[src/rtl/block_store_fsm_pkg.sv]
// Shared definitions for the block fetch/store sequencers: register count, widths and state encoding.
package block_store_fsm_pkg;

   localparam int SEQ_DATA_WIDTH = 16;
   localparam int SEQ_ADDR_WIDTH = 16;
   localparam int SEQ_NUM_REGS   = 8;
   localparam int SEQ_IDX_WIDTH  = $clog2(SEQ_NUM_REGS);

   typedef enum logic [1:0] {
      IDLE  = 2'd0,
      WRITE = 2'd1,
      DONE  = 2'd2
   } seq_state_t;

endpackage

[src/rtl/block_store_fsm.sv]
// Writes r0..r7 to base..base+7 in 8 cycles plus stalls, then a 1-cycle done pulse.
// A write is held with all outputs stable while mem_ready is low; no limit on stall length.
module block_store_fsm
   import block_store_fsm_pkg::*;
#(
   parameter int DATA_WIDTH = SEQ_DATA_WIDTH,
   parameter int ADDR_WIDTH = SEQ_ADDR_WIDTH,
   parameter int NUM_REGS   = SEQ_NUM_REGS,
   localparam int IDX_WIDTH = $clog2(NUM_REGS)
) (
   input  logic                  clk,
   input  logic                  rst,
   input  logic                  start,
   input  logic [ADDR_WIDTH-1:0] base_address,
   output logic [IDX_WIDTH-1:0]  reg_sel,
   input  logic [DATA_WIDTH-1:0] reg_rdata,
   output logic                  mem_we,
   output logic [ADDR_WIDTH-1:0] mem_addr,
   output logic [DATA_WIDTH-1:0] mem_wdata,
   input  logic                  mem_ready,
   output logic                  block_store,
   output logic                  done
);

   localparam logic [IDX_WIDTH-1:0] LAST_IDX = IDX_WIDTH'(NUM_REGS - 1);

   seq_state_t            state_q, state_d;
   logic [IDX_WIDTH-1:0]  idx_q, idx_d;
   logic [ADDR_WIDTH-1:0] base_q, base_d;

   always_ff @(posedge clk) begin
      if (rst) begin
         state_q <= IDLE;
         idx_q   <= '0;
         base_q  <= '0;
      end else begin
         state_q <= state_d;
         idx_q   <= idx_d;
         base_q  <= base_d;
      end
   end

   always_comb begin
      state_d = state_q;
      idx_d   = idx_q;
      base_d  = base_q;
      case (state_q)
         IDLE: begin
            if (start) begin
               base_d  = base_address;
               idx_d   = '0;
               state_d = WRITE;
            end
         end
         WRITE: begin
            if (mem_ready) begin
               if (idx_q == LAST_IDX) begin
                  state_d = DONE;
               end else begin
                  idx_d = idx_q + IDX_WIDTH'(1);
               end
            end
         end
         DONE: begin
            state_d = IDLE;
         end
         default: begin
            state_d = IDLE;
         end
      endcase
   end

   // Control outputs come from registered state only; only write data passes through combinationally.
   assign mem_we      = (state_q == WRITE);
   assign reg_sel     = idx_q;
   assign mem_addr    = base_q + ADDR_WIDTH'(idx_q);
   assign mem_wdata   = reg_rdata;
   assign block_store = (state_q != IDLE);
   assign done        = (state_q == DONE);

endmodule
[config.mk]
export PLATFORM = sky130hd
export DESIGN_NAME = block_store_fsm
export DESIGN_NICKNAME = d
export VERILOG_FILES = /design/src/rtl/block_store_fsm_pkg.sv /design/src/rtl/block_store_fsm.sv
export SDC_FILE = /design/constraint.sdc
export NUM_CORES = 1
export LEC_CHECK = 0
export BUFFER_PORTS_ARGS = -buffer_cell sky130_fd_sc_hd__buf_2
export CAP_MARGIN = 40
export CORE_ASPECT_RATIO = 0.8
export CORE_MARGIN = 8
export CORE_UTILIZATION = 41
export CTS_BUF_LIST = sky130_fd_sc_hd__clkbuf_8
export CTS_CLUSTER_DIAMETER = 30
export DETAILED_ROUTE_END_ITERATION = 16
export PLACE_DENSITY = 0.78
export SLEW_MARGIN = 20
export SYNTH_ARGS = -nofsm -noshare
export SYNTH_HDL_FRONTEND = slang
export SYNTH_SLANG_ARGS = --single-unit
export TNS_END_PERCENT = 50
[constraint.sdc]
create_clock -name clk -period 1.6 [get_ports clk]
set_input_delay 0 -clock clk [delete_from_list [all_inputs] [get_ports clk]]
set_output_delay 0 -clock clk [all_outputs]
set_load 0.02 [all_outputs]
## Word level (Yosys, flattened, before mapping)

Cells that the tools add are included.

| word-level totals | value |
|---|---|
| output and inout bits | 38 |
| flip-flop bits (word level) | 21 |
| input port bits | 36 |
| word-level logic and storage cells | 26 |
| memory bits (writable) | 0 |
| bits in latches | 0 |
| memories kept | 0 |
| bits in read-only memories | 0 |

| operators by class | value |
|---|---|
| divide/modulo/power cells | 0 |
| add/subtract/negate cells | 2 |
| multipliers | 0 |
| $lt $le $gt $ge | 0 |
| multiplexer cells | 8 |
| shift-type cells | 0 |
| bitwise logic cells | 0 |
| equal/unequal tests | 7 |
| reductions and logical operators | 6 |

Operators with widths:

| kind | number |
|---|---|
| $add 16x3->16 | 1 |
| $mux 3 | 3 |
| $mux 2 | 3 |
| $pmux 3 s2 | 1 |
| $ne 2x1->1 const B | 2 |
| $ne 2x2->1 const B | 2 |
| $pmux 2 s2 | 1 |
| $reduce_and 4->1 | 1 |
| $reduce_bool 2->1 | 2 |
| $add 3x1->3 const B | 1 |
| $eq 3x3->1 const B | 1 |
| $reduce_and 3->1 | 1 |
| $eq 2x1->1 const B | 1 |
| $eq 2x2->1 const B | 1 |
| $logic_not 2->1 | 1 |
| $reduce_and 2->1 | 1 |

## Longest topological paths before layout

| logic depth | value |
|---|---|
| word-level depth | 4 |
| gate-level depth with buffers | 6 |
| mapped depth without buffers | 5 |

## Least setup slack after synthesis

No wires, ideal clock.

| timing path | value |
|---|---|
| path kind | reg2out |
| start point | register idx_q[0] (netlist: reg_sel[0]) |
| end point | output mem_addr[10] |
| data arrival time | 1842 ps |
| data required time | 1600 ps |
| cell stages (with the launch flop) | 6 |
| buffers on the path | 0 |
| path slack | -242 ps |
| cells stage by stage | dfxtp_1 -> ha_1 -> fa_1 -> a21oi_1 -> nor3_1 -> xnor2_1 |

| on the way | value |
|---|---|
| longest elaborated chain between the ends | 1 |

Ends and longest elaborated chain:

| item | line | RTL |
|---|---|---|
| start: declaration | block_store_fsm.sv:28 | `logic [IDX_WIDTH-1:0] idx_q, idx_d;` |
| start signal: assignment | block_store_fsm.sv:38 | `idx_q <= idx_d;` |
| $add 16x3->16 | block_store_fsm.sv:76 | `assign mem_addr = base_q + ADDR_WIDTH'(idx_q);` |
| end: declaration | block_store_fsm.sv:18 | `output logic [ADDR_WIDTH-1:0] mem_addr,` |

No other way between the ends.

## Final worst setup path

| timing path | value |
|---|---|
| start point | register idx_q[2] (netlist: reg_sel[2]) |
| end point | output mem_addr[15] |

The elaborated chain is that of the path after synthesis.

==> results.py <==
metrics = {
    "sta": {
        "finalCritPeriodShare_pct": 114,
        "setup_slack_ns": -0.218,
        "final-setup-viol-count": 13,
        "fin_skew_ns": 0.00576,
        "fin_hold_ws_ns": 0.00000774,
        "fmax_mhz": 550,
        "max-slew-margin-rel_pct": 63.3,
        "period_needed_ns": 1.82,
        "tightest_slew_ns": 0.551,
        "hold_violations": 0,
        "drv_slew": 0,
        "rsz0062_at_grt": "true",
        "setup_tns_ns": -1.93,
    },
    "global_routing": {
        "grt_pass1_wl_mm": 5.80,
        "grt_max_degree": 22,
        "grt_overflow": 0,
        "track_usage_pct": 13.6,
        "grt_pass1_vias": 1278,
        "antenna_found_initial": 0,
    },
    "cells_and_area": {
        "layout_common_cells": "nand2_1, buf_2, buf_4, a21oi_1, dlygate4sd3_1",
        "fin_nets": 258,
        "layout-drive-gt1-share_pct": 39.5,
        "seq_area_um2": 428,
        "layout_commonest_cell": "nand2_1",
        "diodes": 0,
        "syn_to_final_growth_pct": 44.8,
        "final_cell_count_no_fill": 255,
        "fin_area_um2": 1910,
        "multiInputGateArea_um2": 850,
        "nFillCells": 258,
    },
    "place": {
        "hpwlAfterDp_mm": 2.43,
        "placedCellCount": 232,
        "pre_cts_ws_ns": -0.0353,
        "place_area_um2": 1560,
        "port-buffer-count": 41,
        "place_congestion": 0.792,
    },
    "clock_tree": {
        "root_buffer": "clkbuf_8",
        "cts_buffers": 3,
        "cts.sinks": 21,
        "cts_buffer_depth": 2,
        "cts_max_level": 1,
        "worstSkewPairLatency_ns": 0.26,
        "clkSlewWorstSetupHoldPaths_ns": 0.07,
        "cts_tree": "yes",
    },
    "critical_path": {
        "cpPeakStageDelay_ns": 0.40,
        "path_buf_inv": 1,
        "crit_chain": "ha_4 > nand3_4 > a2111oi_4 > xor2_1 > buf_4",
        "crit_arrival_ns": 1.82,
        "worst_setup_path_end_kind": "output port",
        "crit_slowest_cell": "a2111oi_4",
        "crit_fanout": 5,
        "worst_path_dominant_cell_family": "compound AO/OA/AOI/OAI gates",
        "path_class": "reg2out",
        "cp-start-kind": "flop",
        "required_ns": 1.60,
    },
    "drt": {
        "routed_wl_mm": 3.58,
        "dr.pass1.iters": 4,
        "drc_errors": 0,
        "vias_per_cell": 5.07,
        "wl_per_cell_um": 14.0,
        "dr_total_vias": 1293,
        "drt_iter0_markers": 90,
        "final_antenna_net_count": 0,
    },
    "yosys": {
        "ys_ff_latch": 21,
        "syn_avg_cell_area_um2": 8.24,
        "ys.warnings.count": 0,
        "syn_nets": 202,
        "synthesis.area_um2": 1320,
        "syn_inst": 160,
        "yosysTopAreaCell": "dfxtp_1",
        "ys_top_cells_by_area": "dfxtp_1, nand2_1, buf_4, a21oi_1, xor2_1",
        "netlist-cell-type-count": 31,
        "synth_top_area_share_pct": 31.9,
        "ys_seq_area_share_pct": 31.9,
    },
    "power_and_ir_drop": {
        "powerDensity_nw_per_um2": 631,
        "p_leak_nw": 0.857,
        "peakVddDrop_v": 0.000663,
    },
    "floorplanning": {
        "ios": 74,
        "start_util_pct": 42.7,
        "num_rows": 18,
        "die-width_um": 79.4,
        "core_um2": 3090,
        "dieArea_um2": 5300,
        "die_h_um": 66.7,
    },
    "outcome": {
        "outcome": "finished, violations left",
        "violations": "negative setup slack",
    },
    "hold_path": {
        "hold_class": "in2out",
    },
    "job": {
        "max_cap_violations": 0,
    },
}
[synth_stat cells]
library cell and instances:
nand2_1 38, a21oi_1 22, dfxtp_1 21, buf_4 16, xor2_1 12, buf_2 5
ha_1 5, a2111oi_2 3, nand3_1 3, nand4_1 3, nor3_1 3, a211oi_1 2
a32oi_1 2, clkbuf_1 2, nand2b_1 2, nand3_2 2, nor2_1 2, nor2b_1 2
nor4_1 2, xnor2_1 2, a21oi_2 1, and4b_1 1, and4bb_2 1, fa_1 1
inv_1 1, nand3b_1 1, nand4_4 1, nor3b_2 1, o21ai_0 1, or2_2 1
or3b_1 1
[metal layers]
layer | share of wire, % | up-vias | global-route usage (%) | wire length (um)
met2 | 51 | 38 | 24.3 | 1830
met1 | 41 | 605 | 15.0 | 1480
li1 | - | 645 | - | -
met3 | 7.1 | 5 | 5.11 | 255
met5 | 0 | - | 0 | 0
met4 | 0.47 | 0 | 3.00 | 17
[state kept, by name, summed over array words and instances (netlist names)]
signal   cells
state_q      2
base_q      16
reg_sel      3
[repair_timing]
action	CTS	global route
endpoints found under the setup margin	13	17
resized for setup	22	7
buffers inserted	1	2
pin swaps	4	6
hold buffers	16	0
endpoints found under the hold margin	16	0
[kinds of logic after synthesis]
logic type               synth area share (%)
AND/OR/NAND/NOR                          25.4
buffers and inverters                    11.9
AO/OA/AOI/OAI                            15.3
XOR/XNOR                                 9.30
flip-flops                               31.9
adder cells (fa/ha/maj)                  6.26
[worst reg2reg max path, cell delays in order (launching register included)]
cell and delay, ns:
dfxtp_2 0.36, buf_4 0.15, ha_1 0.19, ha_1 0.21
and4bb_2 0.33, nor2_1 0.05, a211oi_1 0.18
[per-stage QoR]
stage / util (%) / power, W
finish: 61.9 / 0.00120
global placement: 50.4 / 0.000809
detailed placement: 50.4 / 0.000813
floorplan: - / 0.000782
global route: 61.9 / 0.00126
CTS: 60.8 / 0.00120
[cell type report]
type | instances | share of cell area [%]
sequential | 21 | 22.4
tap | 40 | 2.62
inverter | 1 | 0.197
clock inverter | 1 | 0.197
multi-input combinational | 115 | 44.5
clock buffer | 3 | 2.16
timing repair buffer | 74 | 27.9
[path summary, 6_finish.rpt]
check,start,end,slack [ns],cells past startpoint
worst max-delay path,reg_sel[2]$_SDFFE_PP0P_,mem_addr[15],-0.22,5
worst max register to register,reg_sel[1]$_SDFFE_PP0P_,reg_sel[0]$_SDFFE_PP0P_,0.03,6
worst min register to register,base_q[2]$_SDFFE_PP0P_,base_q[2]$_SDFFE_PP0P_,0.48,2
worst min-delay path,reg_rdata[11],mem_wdata[11],0.000008,0
[power breakdown]
part           internal, W  switching [W]
combinational     0.000134       0.000143
clock             0.000171       0.000176
sequential        0.000551      0.0000294
No activity file was read; power rests on OpenSTA's default activity.
